===== src/rtl/inst_decode.sv =====
// KGP-RISC ID stage: register file, control decode, load-use stall and branch squash.
// Define REG_BYPASS_EN to forward a same-cycle writeback to the register read ports.
module inst_decode #(
  parameter int unsigned PC_W          = 10,
  parameter int unsigned SQUASH_CYCLES = 2
) (
  input  logic            clk,
  input  logic            rst_n,
  input  logic [31:0]     if_id_instr,
  input  logic [PC_W-1:0] if_id_NPC,
  input  logic            flush,
  input  logic            wb_en,
  input  logic [4:0]      wb_addr,
  input  logic [31:0]     wb_data,
  output logic            stall,
  output logic            id_ex_valid,
  output logic [PC_W-1:0] id_ex_NPC,
  output logic [31:0]     id_ex_rs_data,
  output logic [31:0]     id_ex_rt_data,
  output logic [31:0]     id_ex_imm,
  output logic [4:0]      id_ex_rs,
  output logic [4:0]      id_ex_rt,
  output logic [4:0]      id_ex_dst,
  output logic [5:0]      id_ex_alu_op,
  output logic            id_ex_reg_write,
  output logic            id_ex_mem_read,
  output logic            id_ex_mem_write,
  output logic            id_ex_branch,
  output logic            id_ex_jump,
  output logic            id_ex_alu_src,
  output logic            id_ex_illegal
);

  localparam logic [5:0] OpR    = 6'h00;
  localparam logic [5:0] OpAddi = 6'h01;
  localparam logic [5:0] OpLw   = 6'h02;
  localparam logic [5:0] OpSw   = 6'h03;
  localparam logic [5:0] OpBz   = 6'h04;
  localparam logic [5:0] OpJ    = 6'h05;
  localparam logic [1:0] SqLoad = 2'(SQUASH_CYCLES - 1);

  logic [31:0] regs [32];
  logic [5:0]  opcode;
  logic [4:0]  rs, rt, rd;
  logic [31:0] rs_val, rt_val, imm;
  logic [4:0]  dst;
  logic [5:0]  alu_op;
  logic        rw, mr, mw, br, jp, as, ill, uses_rt;
  logic        hazard, bubble;
  logic [1:0]  sq_cnt_q, sq_cnt_d;

  assign opcode = if_id_instr[31:26];
  assign rs     = if_id_instr[25:21];
  assign rt     = if_id_instr[20:16];
  assign rd     = if_id_instr[15:11];

  always_comb begin
    rs_val = regs[rs];
    rt_val = regs[rt];
`ifdef REG_BYPASS_EN
    if (wb_en && (wb_addr != 5'd0) && (wb_addr == rs)) rs_val = wb_data;
    if (wb_en && (wb_addr != 5'd0) && (wb_addr == rt)) rt_val = wb_data;
`endif
    if (rs == 5'd0) rs_val = '0;
    if (rt == 5'd0) rt_val = '0;
  end

  always_comb begin
    dst     = '0;
    alu_op  = '0;
    rw      = 1'b0;
    mr      = 1'b0;
    mw      = 1'b0;
    br      = 1'b0;
    jp      = 1'b0;
    as      = 1'b0;
    ill     = 1'b0;
    uses_rt = 1'b0;
    imm     = {{16{if_id_instr[15]}}, if_id_instr[15:0]};
    case (opcode)
      OpR: begin
        dst     = rd;
        rw      = 1'b1;
        alu_op  = if_id_instr[5:0];
        uses_rt = 1'b1;
      end
      OpAddi: begin
        dst    = rt;
        as     = 1'b1;
        rw     = 1'b1;
        alu_op = opcode;
      end
      OpLw: begin
        dst    = rt;
        as     = 1'b1;
        mr     = 1'b1;
        rw     = 1'b1;
        alu_op = opcode;
      end
      OpSw: begin
        mw      = 1'b1;
        as      = 1'b1;
        uses_rt = 1'b1;
        alu_op  = opcode;
      end
      OpBz: begin
        br     = 1'b1;
        alu_op = opcode;
      end
      OpJ: begin
        jp     = 1'b1;
        imm    = {22'b0, if_id_instr[9:0]};
        alu_op = opcode;
      end
      default: ill = 1'b1;
    endcase
  end

  assign hazard = id_ex_valid && id_ex_mem_read && (id_ex_dst != 5'd0) &&
                  ((id_ex_dst == rs) || (uses_rt && (id_ex_dst == rt)));
  // A redirect in flight makes the stalled instruction dead, so never hold fetch then.
  assign stall  = hazard && !flush && (sq_cnt_q == 2'd0);
  assign bubble = flush || (sq_cnt_q != 2'd0) || stall;

  always_comb begin
    sq_cnt_d = sq_cnt_q;
    if (flush) sq_cnt_d = SqLoad;
    else if (sq_cnt_q != 2'd0) sq_cnt_d = sq_cnt_q - 2'd1;
  end

  always_ff @(posedge clk or negedge rst_n) begin
    if (!rst_n) begin
      for (int i = 0; i < 32; i++) regs[i] <= '0;
    end else if (wb_en && (wb_addr != 5'd0)) begin
      regs[wb_addr] <= wb_data;
    end
  end

  always_ff @(posedge clk or negedge rst_n) begin
    if (!rst_n) begin
      sq_cnt_q        <= '0;
      id_ex_valid     <= 1'b0;
      id_ex_NPC       <= '0;
      id_ex_rs_data   <= '0;
      id_ex_rt_data   <= '0;
      id_ex_imm       <= '0;
      id_ex_rs        <= '0;
      id_ex_rt        <= '0;
      id_ex_dst       <= '0;
      id_ex_alu_op    <= '0;
      id_ex_reg_write <= 1'b0;
      id_ex_mem_read  <= 1'b0;
      id_ex_mem_write <= 1'b0;
      id_ex_branch    <= 1'b0;
      id_ex_jump      <= 1'b0;
      id_ex_alu_src   <= 1'b0;
      id_ex_illegal   <= 1'b0;
    end else begin
      sq_cnt_q        <= sq_cnt_d;
      id_ex_valid     <= !bubble;
      id_ex_NPC       <= bubble ? '0 : if_id_NPC;
      id_ex_rs_data   <= bubble ? '0 : rs_val;
      id_ex_rt_data   <= bubble ? '0 : rt_val;
      id_ex_imm       <= bubble ? '0 : imm;
      id_ex_rs        <= bubble ? '0 : rs;
      id_ex_rt        <= bubble ? '0 : rt;
      id_ex_dst       <= bubble ? '0 : dst;
      id_ex_alu_op    <= bubble ? '0 : alu_op;
      id_ex_reg_write <= !bubble && rw;
      id_ex_mem_read  <= !bubble && mr;
      id_ex_mem_write <= !bubble && mw;
      id_ex_branch    <= !bubble && br;
      id_ex_jump      <= !bubble && jp;
      id_ex_alu_src   <= !bubble && as;
      id_ex_illegal   <= !bubble && ill;
    end
  end

endmodule


===== config.mk =====
export PLATFORM = sky130hd
export DESIGN_NAME = inst_decode
export DESIGN_NICKNAME = d
export VERILOG_FILES = /design/src/rtl/inst_decode.sv
export SDC_FILE = /design/constraint.sdc
export NUM_CORES = 2
export LEC_CHECK = 0
export CELL_PAD_IN_SITES_DETAIL_PLACEMENT = 0
export CELL_PAD_IN_SITES_GLOBAL_PLACEMENT = 1
export CORE_MARGIN = 10
export CORE_UTILIZATION = 52
export DETAILED_ROUTE_END_ITERATION = 7
export PLACE_DENSITY = 0.8
export SLEW_MARGIN = 20
export SYNTH_ARGS = -nofsm -noshare
export SYNTH_HDL_FRONTEND = slang
export SYNTH_SLANG_ARGS = --single-unit

===== constraint.sdc =====
create_clock -name clk -period 2.75 [get_ports clk]
set_input_delay 0.4125 -clock clk [delete_from_list [all_inputs] [get_ports clk]]
set_output_delay 0.4125 -clock clk [all_outputs]
set_load 0.01 [all_outputs]

==> results by group <==
Worst setup path
  • Worst setup SP type: flip-flop
  • Worst r2r src: id_ex_dst[1]$_DFF_PN0_
  • CP Max Fanout: 4
  • RR Endpoint: id_ex_rt_data[18]$_DFF_PN0_
  • Worst Path Required: about 2.3 ns
  • Arrival @ worst endpoint: between 2 and 2.5 ns
  • R2R Setup Slk: 0.46 ns
  • Crit Path Category: reg -> out
  • CP Capture Type: primary output
  • R2R depth: 7

Synth
  • Prevailing post-synth register cell: dfrtp_1
  • Mapped Nets: about 4500
  • Yosys top cell by area: dfrtp_1
  • Synth Register Bits: about 1100
  • Post-Syn Instances: 4403
  • Most frequent cells after synthesis: dfrtp_1 (1145), mux2_2 (1056), mux2i_1 (453)
  • Post-synth EDFFs: 0
  • FFs w/ async S/R, synth: 100%
  • Most frequent cell after synthesis: dfrtp_1
  • Syn avg cell area: about 13 um^2
  • Register area share after synthesis: 48.3%
  • Mapped Area: between 50000 and 60000 um^2
  • Top area cells in the synthesized netlist: dfrtp_1 (48%), mux2_2 (20%), mux4_2 (9.7%)
  • Synth cell types: 43
  • Post-synth top area share: 48.3%
  • Syn. warnings: 0

Min path
  • Worst Hold Path EP: id_ex_dst[0]$_DFF_PN0_
  • HP Start: if_id_instr[16]
  • HP Class: in -> reg
  • Hold-critical path depth: 3

Place
  • Routability cong.: roughly 0.81
  • I/O Buffers: between 200 and 250
  • DP Area: about 65000 um^2
  • DP Wirelength: between 100 and 150 mm
  • DP Cell Count: 5931
  • Place WS: -0.0534 ns

Timing
  • FMAX: about 0.38 GHz
  • Setup tns final: 0 ns
  • Hold Violations, Final: 0
  • Final setup skew: 0.0153 ns
  • Relative slew slack: 30.5%
  • Worst Tran Pin Value: 1.04 ns
  • Hold Slack: between 0.09 and 0.1 ns
  • Setup ws final: 0.0923 ns
  • RSZ-0062 raised after global routing: no
  • Fin crit share: 96.6%
  • Min Tclk post-route: between 2 and 3 ns
  • Setup Viol. Count Final: 0
  • Slew Viols, Final: 0

Floorplanning
  • Standard-cell row count: between 100 and 150
  • Die Y: between 300 and 400 um
  • Core area: ~110000 um^2
  • Die area: roughly 130000 um^2
  • Initial Util: between 50% and 60%
  • Top-Level Pins: 219
  • Die width: 358 um

Clock network
  • Clock transition at the registers of the reported paths: about 0.06 ns
  • Root buf cell: clkbuf_16
  • Worst-Skew Late Latency: 0.75 ns
  • Clock tree buffer depth: 3
  • CTS tree: done
  • H-tree levels: 4
  • Post-CTS Setup Inserts: 0
  • # clock sinks: between 1000 and 1500
  • CTS Buf Count: 130

GRT
  • GR peak layer: met2
  • GRT met2 Usage: 47.3%
  • GR Util met3: around 4.6%
  • Largest net degree at the start of global routing: 95
  • Met1 Resource Use GR: a little under two fifths
  • Vias in the first global route: approximately 42000
  • Gr usage total: 28.9%
  • Gr ovfl total: 0
  • First-pass GRT wire length: 276 mm
  • Initial antenna violation count: 3

Power
  • Leak Pwr: approximately 30 nW
  • Final Power: roughly 49 mW
  • Worst-case vdd ir drop: around 0.63 mV
  • Pwr Density: approximately 710 nW/um^2

Layout
  • Non-filler cells, final: 6160
  • Final net count: roughly 4600
  • Post-route cell area: about 69000 um^2
  • Layout cells sized above 1: 40.4%
  • # fillers: ~8600
  • Syn-to-layout area delta: 16.7%
  • Core Util, Final: approximately 61%

Drt
  • Vias per inst: approximately 6.6
  • Final WL: between 150 and 200 mm
  • Drc violations: 0
  • Avg WL per Cell: ~30 um
  • Drt first-iter violations: ~3600
  • TritonRoute pass-1 iters: 7
  • Via count: 40546
  • Routed Antenna Nets: 0

Run status
  • Outcome: finished clean

Run
  • Max cap viols: 0
cell families (layout without fill, tap and decap cells):
family	Yosys count	after routing	share of synthesized area, %
simple gates	337	337	3.16
flops	1145	1145	48.3
other cells	0	4	0
buf+inv	492	745	4.03
compound gates	651	651	6.90
fa+ha+maj	1	1	0.0211
mux	1765	1765	37.4
xor+xnor	12	12	0.177
where the power goes:
group / internal (mW) / switching, mW
logic: 5.56 / 4.28
registers: 19.9 / 2.20
clock network: 10.3 / 7.08
total: 35.8 / 13.6
sequential cells by signal (all words and copies together), names as in the netlist, 2 cells and up:
| signal | flops |
|---|---|
| id_ex_rs_data | 32 |
| id_ex_alu_op | 6 |
| id_ex_NPC | 10 |
| id_ex_imm | 16 |
| id_ex_dst | 5 |
| regs | 1024 |
| id_ex_rt | 5 |
| sq_cnt_q | 2 |
| id_ex_rt_data | 32 |
| id_ex_rs | 5 |
per-layer routing:
layer,vias to the layer above,share of wire (%)
met5,-,0
met3,464,7.2
met4,0,4.3
met1,21450,40
li1,16973,-
met2,1659,48
how the worst max path moves through the flow:
| stage | from | to | cells past startpoint |
|---|---|---|---|
| floorplan | if_id_instr[21] | id_ex_rs_data[12]$_DFF_PN0_ | 7 |
| global placement | wb_addr[4] | regs[465]$_DFFE_PN0P_ | 5 |
| detailed placement | wb_addr[4] | regs[435]$_DFFE_PN0P_ | 5 |
| CTS | id_ex_dst[1]$_DFF_PN0_ | stall | 4 |
| global route | id_ex_dst[2]$_DFF_PN0_ | stall | 5 |
| finish | id_ex_dst[1]$_DFF_PN0_ | stall | 4 |
worst max-delay path: stages, from the launching register on:
cell and delay [ns]:
dfrtp_2 0.45, or4_1 0.54, o2111ai_2 0.23, a21oi_4 0.05, clkdlybuf4s15_1 0.24
final cells by class:
| cell class | count | area (um^2) | share of cell area (%) |
|---|---|---|---|
| diodes | 4 | 10.0 | 0.0145 |
| multi-input cells | 2766 | 28500 | 41.2 |
| clock inverters | 34 | 322 | 0.464 |
| well taps | 1500 | 1880 | 2.71 |
| flip-flops and latches | 1145 | 28700 | 41.4 |
| inverters | 4 | 17.5 | 0.0253 |
| repair buffers | 517 | 5950 | 8.60 |
| clock buffers | 190 | 3910 | 5.64 |
repair_timing:
item,4_1_cts,5_1_grt
resized for setup,3,4
hold buffers,1,0
pin swaps,0,2
hold endpoints to repair,29,0
endpoints found under the setup margin,1,1
cells in the final DEF, fill, tap and decap left out, types with 5 or more instances in the layout:
cell | netlist | routed
dfrtp_1 | 1145 | 1143
mux2_2 | 1056 | 1056
mux2i_1 | 453 | 453
mux4_2 | 256 | 256
clkdlybuf4s50_1 | 0 | 206
a21oi_1 | 201 | 201
o21ai_0 | 191 | 191
buf_4 | 76 | 181
clkbuf_16 | 0 | 137
a22oi_1 | 128 | 128
a221oi_1 | 126 | 126
buf_12 | 0 | 121
nor3_1 | 78 | 77
nand3_1 | 68 | 68
and3_1 | 67 | 67
and2_1 | 38 | 36
clkbuf_8 | 0 | 28
clkbuf_1 | 249 | 25
clkinv_2 | 0 | 21
nor2_4 | 0 | 18
nand2_2 | 0 | 17
nor2_1 | 30 | 12
xor2_1 | 8 | 8
nand3b_1 | 5 | 5
nor3b_1 | 5 | 5
bufinv_16 | 0 | 5
Power figures use the tool's default switching activity.
